**src/rtl/alarm_bank_m_pkg.sv**
```systemverilog
// alarm_bank_m_pkg -- shared types and constants for the alarm bank.
//   COUNTER_W / COUNTER_MAX : default timestamp width and last valid timestamp
//   COUNTER_T / FLAG_T      : timestamp and single-bit flag types
//   chan_state_e            : per-channel alarm FSM state
package alarm_bank_m_pkg;

   localparam int COUNTER_W   = 17;
   localparam int COUNTER_MAX = 86399;

   typedef logic [COUNTER_W-1:0] COUNTER_T;
   typedef logic                 FLAG_T;

   typedef enum logic [1:0] {
      ST_DISABLED = 2'd0,
      ST_ARMED    = 2'd1,
      ST_RINGING  = 2'd2,
      ST_SNOOZED  = 2'd3
   } chan_state_e;

endpackage

```
**src/rtl/alarm_bank_m_chan.sv**
```systemverilog
// alarm_chan_m -- one alarm channel: DISABLED/ARMED/RINGING/SNOOZED FSM.
//   clock, reset_n        : clock, async active-low reset
//   tick, counter_state   : once-per-second strobe and current timestamp
//   cfg_ld, cfg_time/en   : validated configuration load for this channel
//   dismiss, snooze       : level inputs, sampled every cycle
//   ringing/snoozed       : decoded from the state register
//   missed                : sticky, set when ringing times out
module alarm_chan_m
   import alarm_bank_m_pkg::*;
#(
   parameter int CW           = COUNTER_W,
   parameter int SNOOZE_SEC   = 540,
   parameter int RING_TIMEOUT = 3600
) (
   input  logic          clock,
   input  logic          reset_n,
   input  logic          tick,
   input  logic [CW-1:0] counter_state,
   input  logic          cfg_ld,
   input  logic [CW-1:0] cfg_time,
   input  logic          cfg_en,
   input  logic          dismiss,
   input  logic          snooze,
   output logic          ringing,
   output logic          snoozed,
   output logic          missed
);

   localparam int RW = $clog2(RING_TIMEOUT + 1);
   localparam int SW = $clog2(SNOOZE_SEC + 1);
   localparam logic [RW-1:0] RING_LAST = RW'(RING_TIMEOUT - 1);
   localparam logic [SW-1:0] SNZ_LOAD  = SW'(SNOOZE_SEC);

   chan_state_e   r_state,  w_state;
   logic [CW-1:0] r_time,   w_time;
   logic [RW-1:0] r_ring,   w_ring;
   logic [SW-1:0] r_snz,    w_snz;
   logic          r_missed, w_missed;

   always_ff @(posedge clock or negedge reset_n) begin
      if (!reset_n) begin
         r_state  <= ST_DISABLED;
         r_time   <= '0;
         r_ring   <= '0;
         r_snz    <= '0;
         r_missed <= 1'b0;
      end else begin
         r_state  <= w_state;
         r_time   <= w_time;
         r_ring   <= w_ring;
         r_snz    <= w_snz;
         r_missed <= w_missed;
      end
   end

   // Priority: cfg load, dismiss, snooze, tick event.
   always_comb begin
      w_state  = r_state;
      w_time   = r_time;
      w_ring   = r_ring;
      w_snz    = r_snz;
      w_missed = r_missed;
      if (cfg_ld) begin
         w_time   = cfg_time;
         w_missed = 1'b0;
         w_state  = cfg_en ? ST_ARMED : ST_DISABLED;
         w_ring   = '0;
         w_snz    = '0;
      end else begin
         case (r_state)
            ST_ARMED: begin
               if (tick && (counter_state == r_time)) begin
                  w_state = ST_RINGING;
                  w_ring  = '0;
               end
            end
            ST_RINGING: begin
               if (dismiss) begin
                  w_state = ST_ARMED;
               end else if (snooze) begin
                  w_state = ST_SNOOZED;
                  w_snz   = SNZ_LOAD;
               end else if (tick) begin
                  // Count reaches RING_TIMEOUT-1 after that many ticks; the next one times out.
                  if (r_ring >= RING_LAST) begin
                     w_state  = ST_ARMED;
                     w_missed = 1'b1;
                     w_ring   = '0;
                  end else begin
                     w_ring = r_ring + RW'(1);
                  end
               end
            end
            ST_SNOOZED: begin
               if (dismiss) begin
                  w_state = ST_ARMED;
                  w_snz   = '0;
               end else if (tick) begin
                  if (r_snz <= SW'(1)) begin
                     w_state = ST_RINGING;
                     w_ring  = '0;
                     w_snz   = '0;
                  end else begin
                     w_snz = r_snz - SW'(1);
                  end
               end
            end
            default: ;
         endcase
      end
   end

   assign ringing = (r_state == ST_RINGING);
   assign snoozed = (r_state == ST_SNOOZED);
   assign missed  = r_missed;

endmodule

```
**src/rtl/alarm_bank_m.sv**
```systemverilog
// alarm_bank_m -- bank of CHANNELS independent alarm channels.
//   clock, reset_n          : clock, async active-low reset
//   tick, counter_state     : once-per-second strobe and current timestamp
//   cfg_wr/ch/time/en       : configuration write; rejected if time or channel out of range
//   dismiss, snooze         : per-channel level inputs
//   ringing, snoozed, missed: per-channel status
//   alarm_any               : OR of ringing
//   cfg_err                 : one-cycle pulse after a rejected cfg_wr
module alarm_bank_m
   import alarm_bank_m_pkg::*;
#(
   parameter int CHANNELS     = 4,
   parameter int COUNTER_MAX  = alarm_bank_m_pkg::COUNTER_MAX,
   parameter int CW           = COUNTER_W,
   parameter int SNOOZE_SEC   = 540,
   parameter int RING_TIMEOUT = 3600,
   localparam int CHW         = (CHANNELS > 1) ? $clog2(CHANNELS) : 1
) (
   input  logic                clock,
   input  logic                reset_n,
   input  logic                tick,
   input  logic [CW-1:0]       counter_state,
   input  logic                cfg_wr,
   input  logic [CHW-1:0]      cfg_ch,
   input  logic [CW-1:0]       cfg_time,
   input  logic                cfg_en,
   input  logic [CHANNELS-1:0] dismiss,
   input  logic [CHANNELS-1:0] snooze,
   output logic [CHANNELS-1:0] ringing,
   output logic [CHANNELS-1:0] snoozed,
   output logic [CHANNELS-1:0] missed,
   output logic                alarm_any,
   output logic                cfg_err
);

   localparam logic [CW-1:0] MAX_C = CW'(COUNTER_MAX);

   logic  w_cfg_ok;
   FLAG_T r_cfg_err;

   assign w_cfg_ok = (cfg_time <= MAX_C) && (int'(cfg_ch) < CHANNELS);

   always_ff @(posedge clock or negedge reset_n) begin
      if (!reset_n) r_cfg_err <= 1'b0;
      else          r_cfg_err <= cfg_wr && !w_cfg_ok;
   end

   assign cfg_err   = r_cfg_err;
   assign alarm_any = |ringing;

   for (genvar gi = 0; gi < CHANNELS; gi++) begin : g_chan
      logic w_ld;
      assign w_ld = cfg_wr && w_cfg_ok && (int'(cfg_ch) == gi);

      alarm_chan_m #(
         .CW           (CW),
         .SNOOZE_SEC   (SNOOZE_SEC),
         .RING_TIMEOUT (RING_TIMEOUT)
      ) u_chan (
         .clock         (clock),
         .reset_n       (reset_n),
         .tick          (tick),
         .counter_state (counter_state),
         .cfg_ld        (w_ld),
         .cfg_time      (cfg_time),
         .cfg_en        (cfg_en),
         .dismiss       (dismiss[gi]),
         .snooze        (snooze[gi]),
         .ringing       (ringing[gi]),
         .snoozed       (snoozed[gi]),
         .missed        (missed[gi])
      );
   end

endmodule

```
**config.mk**
```make
export PLATFORM = sky130hd
export DESIGN_NAME = alarm_bank_m
export DESIGN_NICKNAME = d
export VERILOG_FILES = /design/src/rtl/alarm_bank_m_pkg.sv /design/src/rtl/alarm_bank_m_chan.sv /design/src/rtl/alarm_bank_m.sv
export SDC_FILE = /design/constraint.sdc
export NUM_CORES = 1
export LEC_CHECK = 0
export CAP_MARGIN = 0
export CORE_UTILIZATION = 45
export DETAILED_ROUTE_END_ITERATION = 16
export GPL_TIMING_DRIVEN = 0
export SYNTH_ARGS = -nofsm -noshare
export SYNTH_HDL_FRONTEND = slang
export SYNTH_SLANG_ARGS = --single-unit
```
**constraint.sdc**
```tcl
create_clock -name clock -period 5.1 [get_ports clock]
set_input_delay 1.02 -clock clock [delete_from_list [all_inputs] [get_ports clock]]
set_output_delay 1.02 -clock clock [all_outputs]
set_load 0.01 [all_outputs]
```
==> summary.txt <==
Mapped Cells - 1112
Clock latency on the worst-skew pair - 0.42 ns
DR vias - 8358
Drt pass-1 iters - 5
Share of cells above drive strength 1 - 6.977%
DR DRC count - 0
Total CTS buffers - 17
Routed Antenna Nets - 0
Commonest cells in the netlist - nand2_1 (191), dfrtp_1 (169), nor2_1 (80)
Highest clock rate - 260.3 MHz
Worst-margin pin slew - 0.8586 ns
Maximum vdd drop - 191.4 uV
Sequential area share after synthesis - 43.86%
Root Buffer - clkbuf_16
Clock Sinks - 169
Critical Path Fanout Max - 10
Asr flop ratio synth - 100.0%
# rows - 53
Post-Layout Cell Count - 1479
Synth-to-Final Area Change - 16.44%
Min Tclk post-route - 3.842 ns
Wl on met1 - 13050 um
Total track usage - 24.93%
Starting Density - 45.87%
Post-cts repair resize count - 0
Synth Flop Type - dfrtp_1
Ys Warns - 0
Port buffer count - 60
Max-cap viol count - 0
Initial drt markers - 539
Placer Congestion - 0.8076
Most numerous cell in the Yosys netlist - nand2_1
Element type at the critical path start - primary input
Cell taking the most area after synthesis - dfrtp_1
Wire length on met3 - 1045 um
Avg WL per Cell - 17.53 um
Clk_skew - 0.007969 ns
Share of the synthesized area in the top cell type - 43.86%
Setup Fix Bufs, Post-CTS - 0
Post-CTS Hold Buffers - 0
Slew Limit Fails - 0
Clock tree from TritonCTS - done
Synthesized area - 9642 um2
Clock Path Buffers - 2
Nets - 1253
Netlist cell types - 70
Final Hold Fails - 0
Global route total overflow - 0
Met2 WL - 11490 um
Die width - 148.4 um
EDFF count, synth - 0
Clock transition at path regs - 0.06 ns
Placed inst area - 10620 um2
Slew HR - 42.23%
Outcome - completed
Design area - 11230 um2
Placed insts - 1448
Post-DP HPWL - 18310 um
Post-synthesis average cell area - 8.671 um2
H-tree Lvls - 4
Leak - 4.883 nW
Worst setup EP type - register
Worst Setup Path Type - in2reg
Worst EP arrival - 4.15 ns
RSZ-0062 raised after global routing - false
ANT cells - 0
First-pass GRT wire length - 42610 um
Core area - 21020 um2
Number of global-route vias before repair - 7957
Largest net degree at the start of global routing - 102
DIE HEIGHT - 148.4 um
Die area - 22020 um2
Top post-synthesis cells by area - dfrtp_1 (44%), nand2_1 (7.4%), a21oi_1 (3.5%)
Routed WL - 25930 um
Register bit total from synthesis - 169
CP Data Required Time - 5.41 ns
Final setup viols - 0
Net Count, Synth - 1173
Hold Path Class - reg2reg
DR top layer - met5
Power Density - 307.9 nW/um2
# IOs - 63
DR vias/cell - 5.651
Antenna violations before repair - 1
Final critical-path share of the clock period - 75.32%
-- per-stage QoR --
step / utilization, % / hold WS [ns] / setup WS, ns / total power [W] / TNS [ns]
6_report: 53.41 / 0.4706 / 1.258 / 0.003457 / 0
5_1_grt: 53.41 / 0.5045 / 1.123 / 0.003634 / 0
4_1_cts: 53.41 / 0.4721 / 1.321 / 0.003489 / 0
3_5_place_dp: 50.51 / 0.4569 / 0.8883 / 0.002120 / 0
3_3_place_gp: 50.36 / 0.4552 / -4.549 / 0.002110 / -766.43
2_1_floorplan: - / 0.4413 / 2.250 / 0.001925 / 0
-- worst max-delay path: stages --
cell	delay, ns
clkdlybuf4s50_1	0.48
clkbuf_1	0.63
nand2_1	0.20
nor4_1	0.20
nand4_1	0.21
nor3_1	0.57
clkbuf_1	0.46
o22ai_1	0.15
a32o_1	0.22
-- metal layers --
layer	GRT usage (%)	vias to the layer above
met3	4.417	26
met1	37.27	4063
met2	37.16	169
met5	0	-
met4	6.031	2
li1	-	4098
-- report_power, final --
group	total, W	leakage (nW)	switching, W	internal (W)
clock network	0.00136	0.287	0.000569	0.000790
registers	0.00158	2.24	0.000101	0.00148
logic	0.000522	2.35	0.000285	0.000237
-- cells in the final DEF, fill, tap and decap left out, drive strengths merged, types with 11 or more instances in the layout --
cell type	instances
clkdlybuf4s50	59
dfrtp	169
nor3	40
nand4	16
inv	44
nand2	191
mux2	18
o22ai	24
o21bai	11
a31oi	13
nor4	20
o21ai	68
buf	22
a21oi	68
ha	12
xor2	32
and3	22
clkbuf	56
nand3	42
xnor2	37
o2bb2ai	11
nor2	80
nand2b	21
-- worst paths after layout --
kind	start	endpoint	slack, ns	depth (start not counted)
setup / recovery	tick	g_chan[3].u_chan.r_ring[5]$_DFFE_PN0P_	1.26	9
hold / removal	g_chan[3].u_chan.r_snz[8]$_DFFE_PN0P_	g_chan[3].u_chan.r_snz[8]$_DFFE_PN0P_	0.47	1
setup reg to reg	g_chan[3].u_chan.r_time[10]$_DFFE_PN0P_	g_chan[3].u_chan.r_ring[5]$_DFFE_PN0P_	2.31	7
hold reg to reg	g_chan[3].u_chan.r_snz[8]$_DFFE_PN0P_	g_chan[3].u_chan.r_snz[8]$_DFFE_PN0P_	0.47	1
max in group asynchronous	reset_n	g_chan[1].u_chan.r_time[2]$_DFFE_PN0P_	3.64	2
min in group asynchronous	reset_n	g_chan[3].u_chan.r_ring[2]$_DFFE_PN0P_	0.54	1
-- final cells by class --
type | count | area [um2]
fill | 1946 | 9794
multi-input combinational | 846 | 4997
sequential | 169 | 4229
timing repair buffer | 61 | 633.1
clock buffer | 19 | 442.9
tap | 275 | 344.1
buffer | 57 | 265.3
clock inverter | 12 | 165.2
inverter | 40 | 150.1
-- cell families (layout without fill, tap and decap cells) --
| family | Yosys count | after routing | synth area share, % |
|---|---|---|---|
| xor gates and xnor gates | 69 | 69 | 6.268 |
| DFF | 169 | 169 | 43.86 |
| muxes | 23 | 23 | 2.621 |
| and+or+nand+nor | 484 | 484 | 24.14 |
| buffers and inverters | 97 | 189 | 4.308 |
| adders and majority gates | 12 | 12 | 1.557 |
| AOI/OAI and AO/OA | 258 | 258 | 17.25 |
-- flip-flops by register name (all words and copies together), names as in the netlist --
| register | flops |
|---|---|
| g_chan.u_chan.r_snz | 40 |
| g_chan.u_chan.r_state | 8 |
| g_chan.u_chan.r_ring | 48 |
| g_chan.u_chan.missed | 4 |
| cfg_err | 1 |
| g_chan.u_chan.r_time | 68 |
No activity file was read; power rests on OpenSTA's default activity.
